===== config.mk =====
export PLATFORM = sky130hd
export DESIGN_NAME = stim_vote_controller
export DESIGN_NICKNAME = d
export VERILOG_FILES = /design/src/rtl/stim_ctrl_pkg.sv /design/src/rtl/feat_threshold_lane.sv /design/src/rtl/stim_vote_controller.sv
export SDC_FILE = /design/constraint.sdc
export NUM_CORES = 1
export LEC_CHECK = 0
export ABC_AREA = 1
export ABC_CLOCK_PERIOD_IN_PS = 11400
export CAP_MARGIN = 10
export CORE_MARGIN = 8
export CORE_UTILIZATION = 25
export DETAILED_ROUTE_END_ITERATION = 12
export GPL_TIMING_DRIVEN = 0
export PLACE_DENSITY = 0.52
export SETUP_SLACK_MARGIN = 0.5
export SYNTH_ARGS = -nofsm -noshare
export SYNTH_HDL_FRONTEND = slang
export SYNTH_SLANG_ARGS = --single-unit

===== constraint.sdc =====
create_clock -name clk -period 11.4 [get_ports clk]
set_input_delay 3.42 -clock clk [delete_from_list [all_inputs] [get_ports clk]]
set_output_delay 3.42 -clock clk [all_outputs]
set_load 0.01 [all_outputs]

===== src/rtl/stim_ctrl_pkg.sv =====
// Shared FSM encoding and counter sizing for the stimulation vote controller.
package stim_ctrl_pkg;

    typedef enum logic [1:0] {
        COLLECT = 2'd0,
        STIM    = 2'd1,
        REFRAC  = 2'd2
    } state_t;

    // Bits needed to hold 0..max_val; never narrower than one bit.
    function automatic int cnt_width(input int max_val);
        return (max_val < 1) ? 1 : $clog2(max_val + 1);
    endfunction

endpackage


===== src/rtl/feat_threshold_lane.sv =====
// One feature lane: holds the latest sample of the open window, flags it held, signed compare vs threshold.
// Latency: sample registered on strobe edge; compare is combinational on the stored sample.
// Backpressure: none; a second strobe in an open window overwrites and reports overrun.
module feat_threshold_lane #(
    parameter int DW = 40
) (
    input  logic                 clk,
    input  logic                 rst,
    input  logic                 accept,
    input  logic                 flush,
    input  logic                 din_valid,
    input  logic signed [DW-1:0] din,
    input  logic signed [DW-1:0] th,
    output logic                 held_next,
    output logic                 positive,
    output logic                 overrun
);

    logic signed [DW-1:0] sample_q;
    logic                 held_q;
    logic                 strobe;

    assign strobe    = accept & din_valid;
    assign held_next = held_q | strobe;
    assign overrun   = strobe & held_q;
    assign positive  = (sample_q >= th);

    always_ff @(posedge clk) begin
        if (rst) begin
            sample_q <= '0;
            held_q   <= 1'b0;
        end else begin
            if (strobe) begin
                sample_q <= din;
            end
            held_q <= flush ? 1'b0 : held_next;
        end
    end

endmodule


===== src/rtl/stim_vote_controller.sv =====
// Closed-loop stimulation: K-of-N threshold vote per window, consecutive-vote trigger, pulse then lockout.
// Latency: vote registered one edge after window completion; stimulation rises on that same edge.
// Backpressure: none; strobes outside COLLECT or while disabled are dropped.
module stim_vote_controller
    import stim_ctrl_pkg::*;
#(
    parameter int N_FEAT     = 3,
    parameter int DW         = 40,
    parameter int VOTE_MIN   = 2,
    parameter int CONSEC     = 2,
    parameter int STIM_LEN   = 16,
    parameter int REFRAC_LEN = 64
) (
    input  logic                          clk,
    input  logic                          rst,
    input  logic                          en,
    input  logic [N_FEAT*DW-1:0]          din,
    input  logic [N_FEAT-1:0]             din_valid,
    input  logic [N_FEAT*DW-1:0]          th,
    output logic                          stimulation,
    output logic [$clog2(N_FEAT+1)-1:0]   vote_count,
    output logic                          vote_valid,
    output logic                          overrun,
    output logic [1:0]                    state
);

    localparam int CW   = $clog2(N_FEAT + 1);
    localparam int SW   = cnt_width(CONSEC);
    localparam int CNTW = cnt_width((STIM_LEN > REFRAC_LEN) ? STIM_LEN : REFRAC_LEN);
    localparam logic [CW-1:0] VOTE_MIN_C = CW'(VOTE_MIN);
    localparam logic [SW-1:0] CONSEC_C   = SW'(CONSEC);

    if (N_FEAT < 1) begin : g_chk_nfeat
        $error("N_FEAT must be >= 1");
    end
    if (VOTE_MIN < 1 || VOTE_MIN > N_FEAT) begin : g_chk_vote
        $error("VOTE_MIN must be in 1..N_FEAT");
    end
    if (CONSEC < 1) begin : g_chk_consec
        $error("CONSEC must be >= 1");
    end
    if (STIM_LEN < 1 || REFRAC_LEN < 0 || DW < 2) begin : g_chk_len
        $error("STIM_LEN >= 1, REFRAC_LEN >= 0 and DW >= 2 required");
    end

    state_t            state_q, state_d;
    logic [CNTW-1:0]   cnt_q, cnt_d;
    logic [SW-1:0]     streak_q, streak_d;
    logic              eval_q;
    logic [CW-1:0]     vote_count_q;
    logic              vote_valid_q;
    logic              overrun_q;

    logic [N_FEAT-1:0] held_next, positive, lane_ovr;
    logic [CW-1:0]     pos_cnt;
    logic              vote, trigger, accept, flush, complete;

    for (genvar i = 0; i < N_FEAT; i++) begin : g_lane
        feat_threshold_lane #(.DW(DW)) u_lane (
            .clk       (clk),
            .rst       (rst),
            .accept    (accept),
            .flush     (flush),
            .din_valid (din_valid[i]),
            .din       (din[i*DW +: DW]),
            .th        (th[i*DW +: DW]),
            .held_next (held_next[i]),
            .positive  (positive[i]),
            .overrun   (lane_ovr[i])
        );
    end

    always_comb begin
        pos_cnt = '0;
        for (int i = 0; i < N_FEAT; i++) begin
            pos_cnt = pos_cnt + CW'(positive[i]);
        end
        vote    = (pos_cnt >= VOTE_MIN_C);
        // streak never rests at CONSEC, so reaching it means the previous value was CONSEC-1
        trigger = en && (state_q == COLLECT) && eval_q && vote && (streak_q >= CONSEC_C - 1'b1);
        // a window finishing on the trigger edge is dropped along with its flags
        accept   = en && (state_q == COLLECT) && !trigger;
        complete = accept && (&held_next);
        flush    = !accept || complete;
    end

    always_comb begin
        state_d  = state_q;
        cnt_d    = cnt_q;
        streak_d = streak_q;
        if (!en) begin
            state_d  = COLLECT;
            cnt_d    = '0;
            streak_d = '0;
        end else begin
            case (state_q)
                COLLECT: begin
                    if (trigger) begin
                        state_d  = STIM;
                        cnt_d    = CNTW'(STIM_LEN);
                        streak_d = '0;
                    end else if (eval_q) begin
                        streak_d = !vote ? '0 :
                                   (streak_q == CONSEC_C) ? streak_q : streak_q + 1'b1;
                    end
                end
                STIM: begin
                    streak_d = '0;
                    if (cnt_q <= CNTW'(1)) begin
                        state_d = (REFRAC_LEN == 0) ? COLLECT : REFRAC;
                        cnt_d   = CNTW'(REFRAC_LEN);
                    end else begin
                        cnt_d = cnt_q - 1'b1;
                    end
                end
                REFRAC: begin
                    streak_d = '0;
                    if (cnt_q <= CNTW'(1)) begin
                        state_d = COLLECT;
                        cnt_d   = '0;
                    end else begin
                        cnt_d = cnt_q - 1'b1;
                    end
                end
                default: begin
                    state_d  = COLLECT;
                    cnt_d    = '0;
                    streak_d = '0;
                end
            endcase
        end
    end

    always_ff @(posedge clk) begin
        if (rst) begin
            state_q      <= COLLECT;
            cnt_q        <= '0;
            streak_q     <= '0;
            eval_q       <= 1'b0;
            vote_count_q <= '0;
            vote_valid_q <= 1'b0;
            overrun_q    <= 1'b0;
        end else begin
            state_q      <= state_d;
            cnt_q        <= cnt_d;
            streak_q     <= streak_d;
            eval_q       <= complete;
            vote_valid_q <= eval_q && en;
            overrun_q    <= |lane_ovr;
            if (eval_q && en) begin
                vote_count_q <= pos_cnt;
            end
        end
    end

    assign stimulation = (state_q == STIM);
    assign state       = state_q;
    assign vote_count  = vote_count_q;
    assign vote_valid  = vote_valid_q;
    assign overrun     = overrun_q;

endmodule


==> impl_metrics.ini, run 1 <==
[synthesis]
yosys.area_share.simple_pct = 25.12
syn-cell-area_sq_um = 8646
synthFlopType = dfxtp_1
synth_compound_area_share_pct = 12.89
seq_area_frac_synth_pct = 32.19
ys_seq_elements = 139
async_flop_share_pct = 0
synthMuxAreaShare_pct = 0
yosys.area_share.adder_pct = 18.18
synth-edff-count = 0
synthCells = 1236
post_synth.cell_area_avg_sq_um = 6.995
synth_xor_area_share_pct = 0.2026
syn_nets = 1607
synth_cell_types = 39
ys_warn_count = 0
synth_top_family_by_area = simple AND/OR/NAND/NOR gates

[detailed_routing]
wl_per_cell_microns = 13.80
wl_met1_mm = 12.52
vias = 8145
antenna_left = 0
vias_per_cell = 4.122
drtIter0Drc = 233
highest_layer = met5
drc = 0
wl_mm = 27.27
wl_met3_mm = 1.342
dr_wl_met2_mm = 12.87
firstDrtPassIters = 4

[sta]
setup_viol = 0
period_share_pct = 59.45
hold_viol = 0
setup-tns-final_ps = 0
rsz0062_at_grt = no
slew_viol_final = 0
relSlewSlack_pct = 39.53
timing.fmax_ghz = 0.1475
worstMarginPinSlew_ps = 907.0
setup_ws_ps = 4622
fin_skew_ps = 10.63
fin_crit_ps = 6778

[critical_path]
r2r_cells = 17
r2r_end = g_lane[1].u_lane.sample_q[2]$_SDFFE_PP0P_
r2r_slack_ps = 7800
crit_family = simple AND/OR/NAND/NOR gates
cp_max_fo = 10
cp_common_cell = nand2_1
critical_path_required_ps = 11770
crit_slowest_cell = fa_1
crit_type = input port to register
r2r-start = g_lane[0].u_lane.sample_q[39]$_SDFFE_PP0P_
timing.critical_path.buf_inv = 4
max_stage_delay_ps = 510
crit_chain = clkdlybuf4s50_1, inv_1, ha_1, nand2_1, nor2_1, nand2_1, nor4_1, nand2_1, nand3_1, nand3_1, fa_1, inv_1, nor3_4, nor2_4, nand2_4, nor2_4, clkbuf_1, o21ai_0, nor2_1
arrival_ps = 7150
end_kind = register
start_kind = input port

[clock_network]
cts_sinks = 139
cts_buffers = 17
postCtsHoldBufs = 0
cts_setup_buffers = 0
cts_tree = yes
clock_path_buffers = 2
post_cts_resized = 0
cts_max_level = 4
clk_pin_slew_worst_paths_ps = 60
cts-root-buf = clkbuf_16
clock_latency_ps = 430

[flow_run]
max_cap_viol_count = 0

[global_routing]
grt_pass1_vias = 8323
overflow = 0
grt_pass1_wl_mm = 43.54
grt_max_degree = 17
antenna_found_initial = 6
grt_usage_pct = 13.39

[die]
die_x_microns = 202.0
coreArea_sq_um = 34290
io_pins = 253
die_area_sq_um = 40790
rows = 68
fp.dieH_microns = 202.0
start_util_pct = 25.22

[pwr]
p_leak_uw = 0.005965
cellPowerDensity_nw_per_um2 = 111.8
peakVddDrop_mv = 0.09984

[place]
io_buffers = 251
gp_congestion = 0.7825
pre_cts_slack_ps = 4040
dp_hpwl_mm = 22.39

[hold_path]
min_path_cells = 2
min_to = g_lane[0].u_lane.sample_q[0]$_SDFFE_PP0P_
min-delay-start = g_lane[0].u_lane.sample_q[0]$_SDFFE_PP0P_
worstHoldPathType = register to register

[status]
outcome = complete, no violations

[cells_and_area]
fin_nets = 1877
mostFrequentLayoutCells = nand2_1, clkdlybuf4s50_1, inv_1, nor2_1, dfxtp_1
fillers = 3685
drive_gt1_share_pct = 6.978
layout_commonest_cell = nand2_1
syn2layout_area_growth_pct = 43.18
==> logic make-up after synthesis <==
family / after synthesis
and+or+nand+nor: 531
buffers and inverters: 238
AOI/OAI and AO/OA: 201
DFF: 139
adders and majority gates: 125
xor gates and xnor gates: 2
==> final cells by class <==
cell class                 instances  area, sq um  area share (%)
sequential                       139         2783           22.48
multi-input combinational        859         4876           39.39
clock inverter                    10        162.7           1.314
antenna                            2        5.005         0.04043
clock buffer                      22        484.2           3.911
inverter                         201        764.5           6.175
timing repair buffer             251         2512           20.30
tap                              455        569.3           4.599
buffer                            37        222.7           1.799
==> through the flow <==
stage	utilization, %	hold WS (ps)	area [sq um]	instances	total power, uW
floorplan	-	433.2	8646	1236	653.1
detailed placement	34.20	450.9	11730	1942	781.0
global placement	34.20	448.1	11730	1942	777.6
finish	36.10	457.0	12380	1976	1384
global route	36.10	485.8	12380	1976	1463
CTS	36.09	460.9	12370	1974	1411
==> flip-flops by register name, summed over array words and instances, names as in the netlist <==
register / count
eval_q: 1
overrun: 1
g_lane.u_lane.held_q: 3
state: 2
cnt_q: 7
vote_valid: 1
streak_q: 2
g_lane.u_lane.sample_q: 120
vote_count: 2
==> Yosys cell counts (2+ instances only) <==
library cell  number  area [sq um]
buf_4              6         45.04
o21ai_1            5         25.02
buf_12             2         40.04
o21bai_1           3         22.52
o21ai_0           48         240.2
nor2_1           151         566.8
a21boi_0           2         15.01
inv_1            196         735.7
inv_2              2         7.510
nand2_1          317          1190
buf_2             10         50.05
nor4_1             2         12.51
nor3_1             4         20.02
nor2_4             3         33.78
a21oi_2           20         175.2
a21o_1             5         37.54
nand2_2           21         131.4
clkbuf_1          16         60.06
xor2_1             2         17.52
ha_1             124          1551
nand2_8            2         40.04
nand3_1           25         125.1
inv_4              2         12.51
a21oi_1          114         570.6
dfxtp_1          139          2783
buf_6              2         22.52
==> report_power, final <==
group | switching, uW | internal [uW]
logic | 113 | 132
registers | 11.8 | 509
clock network | 227 | 390
total | 353 | 1030
==> layer usage <==
| layer | vias up | track usage, % |
|---|---|---|
| met3 | 30 | 3.730 |
| li1 | 4415 | - |
| met1 | 3557 | 16.16 |
| met5 | - | 0 |
| met2 | 135 | 22.51 |
| met4 | 8 | 4.722 |
==> worst max-delay path by stage <==
stage | slack [ps] | cells past startpoint | to | from
4_1_cts | 4500 | 19 | g_lane[1].u_lane.sample_q[14]$_SDFFE_PP0P_ | th[39]
3_5_place_dp | 4040 | 19 | g_lane[1].u_lane.sample_q[14]$_SDFFE_PP0P_ | th[39]
3_3_place_gp | 4090 | 19 | g_lane[1].u_lane.sample_q[12]$_SDFFE_PP0P_ | th[39]
2_1_floorplan | 5370 | 23 | g_lane[2].u_lane.sample_q[33]$_SDFFE_PP0P_ | th[79]
6_report | 4620 | 19 | g_lane[1].u_lane.sample_q[2]$_SDFFE_PP0P_ | th[39]
5_1_grt | 4250 | 21 | g_lane[1].u_lane.sample_q[3]$_SDFFE_PP0P_ | th[39]
==> worst min-delay path: cells and delay by family, from the launching register on <==
kind / cells / cell delay (ps)
AOI/OAI and AO/OA: 1 / 60
buffers and inverters: 1 / 60
DFF: 1 / 300
Power figures use the tool's default switching activity.
==> run 2: changes to the inputs <==
- ABC_CLOCK_PERIOD_IN_PS: 11400 -> 6900
- clock period: 11.4 -> 6.9 ns (I/O delays scaled with it)
==> results of run 2 <==
The final DEF is identical to that of run 1. Status: complete, no violations.
Main changes from that run: setup slack after placement 4040 ps -> 889.6 ps; setup slack after layout 4622 ps -> 1472 ps; register-to-register setup slack 7800 ps -> 3300 ps; total power 1384 uW -> 2286 uW; worst IR drop on VDD 0.09984 mV -> 0.1649 mV
==> edit (flow settings as in run 1) <==
Change the parameter `REFRAC_LEN` from 64 to 32.
--- a/src/rtl/stim_vote_controller.sv
+++ b/src/rtl/stim_vote_controller.sv
@@ -10,5 +10,5 @@
     parameter int CONSEC     = 2,
     parameter int STIM_LEN   = 16,
-    parameter int REFRAC_LEN = 64
+    parameter int REFRAC_LEN = 32
 ) (
     input  logic                          clk,
Function: no difference found for any inputs over 4 cycles, from zero or initial values and one cycle with rst high; that may be too few to reach the edited logic, so the function may still have changed.
==> edit against run 1 <==
  * Power decreased by 0.77%
  * Synthesized area is 2.8% lower
  * Non-clock buffer count grew 1
  * Sequential cell count decreased by 1
  * Global-route usage up 0.27 points
  * Final area fell by 2.0%
  * Worst setup slack better by 0.26 ns
  * Final cell count down 1.1%
  * Register-to-register slack better by 0.26 ns
  * Core utilization is 0.37 points higher
  * Wire length fell by 0.28%
  * Count of clock-buffer cells in the layout shrank 2
  * Worst hold slack improved by 0.0082 ns
==> edit: results (changes against run 1) <==
{| class="wikitable"
! Metric !! Value
|-
| Routability Congestion || 0.799 (was 0.783)
|-
| Switching Share || 25.0% (was 25.5%)
|-
| Inverters || 195 (was 201)
|-
| Most frequent cells after synthesis || nand2_1, inv_1, a21oi_1, dfxtp_1, ha_1 (was nand2_1, inv_1, nor2_1, dfxtp_1, ha_1)
|-
| Placed Cells incl. Taps || 1922 (was 1942)
|-
| Number of buffers outside the clock class in the layout || 289 (was 288)
|-
| Share of the yosys chip area belonging to registers || 32.9% (was 32.2%)
|-
| Period Utilization, post-route || 57.1% (was 59.5%)
|-
| Non-clock buffer share of cell area || 22.4% (was 22.1%)
|-
| Count of unique library cells instantiated by Yosys || 33 (was 39)
|-
| Registers with the highest flip-flop counts || g_lane.u_lane.sample_q x120, cnt_q x6, g_lane.u_lane.held_q x3 (was g_lane.u_lane.sample_q x120, cnt_q x7, g_lane.u_lane.held_q x3)
|-
| Signed area change from the synthesized netlist to the final layout || 44.4% (was 43.2%)
|-
| Top area cells in the synthesized netlist || dfxtp_1, nand2_1, ha_1 (was dfxtp_1, ha_1, nand2_1)
|-
| Clock network share of area || 5.37% (was 5.23%)
|-
| Instance area at placement || 11500 sq um (was 11700 sq um)
|-
| Share of the core filled with cells || 36.5% (was 36.1%)
|-
| Leakage power figure || 5.82 nW (was 5.96 nW)
|-
| Startpoint of the most critical register-to-register path || g_lane[2].u_lane.sample_q[39]$_SDFFE_PP0P_ (was g_lane[0].u_lane.sample_q[39]$_SDFFE_PP0P_)
|-
| Fraction of power consumed by combinational cells || 16.9% (was 17.8%)
|-
| HPWL Detailed || 22300 um (was 22400 um)
|-
| Total global-route track usage || 13.7% (was 13.4%)
|-
| Routed wire length per instance || 13.9 um (was 13.8 um)
|-
| DP Worst Slack || 4.35 ns (was 4.04 ns)
|-
| Number of antenna repair diodes || 0 (was 2)
|-
| Number of antenna violations at the first check in global routing || 5 (was 6)
|-
| Register share of the cell area || 22.8% (was 22.5%)
|-
| R2R setup slack || 8.06 ns (was 7.80 ns)
|-
| Post-synthesis instance area || 8400 sq um (was 8650 sq um)
|-
| Post-Synthesis Net Count || 1593 (was 1607)
|-
| Critical path origin || th[119] (was th[39])
|-
| Worst hold slack || 0.465 ns (was 0.457 ns)
|-
| Synthesis-stage register bit count || 138 (was 139)
|-
| Sw power || 0.343 mW (was 0.353 mW)
|-
| P_seq || 0.514 mW (was 0.521 mW)
|-
| Port buffer count || 252 (was 251)
|-
| Worst voltage drop across the vdd grid || 0.0000985 V (was 0.0000998 V)
|-
| Clock buf count || 20 (was 22)
|-
| Result of the run || completed (unchanged)
|-
| Global-route wire length before repair || 42500 um (was 43500 um)
|}
edit: cell count changes in the layout (fill, tap and decap cells not counted), moves of 4 or more:
| cell | before | now |
|---|---|---|
| buf_2 | 10 | 19 |
| nand2_1 | 317 | 417 |
| a21oi_2 | 20 | 0 |
| nor2_1 | 151 | 67 |
| o21ai_1 | 5 | 1 |
| o21ai_0 | 48 | 14 |
| nand2_2 | 21 | 1 |
| buf_4 | 6 | 1 |
| inv_1 | 196 | 191 |
| a21oi_1 | 114 | 170 |
edit: kinds of logic after synthesis:
group                    synth area share [%]
AO/OA/AOI/OAI                            12.5
flip-flops                               32.9
buffers and inverters                    11.0
adder cells (fa/ha/maj)                  18.7
AND/OR/NAND/NOR                          24.7
XOR/XNOR                                0.104
edit: per-layer routing:
metal,GRT usage [%],vias up,wire (um)
met5,0,-,53
met1,16.6,3576,12500
met4,2.70,8,212
met2,22.9,189,12400
li1,-,4386,-
met3,4.93,20,2060
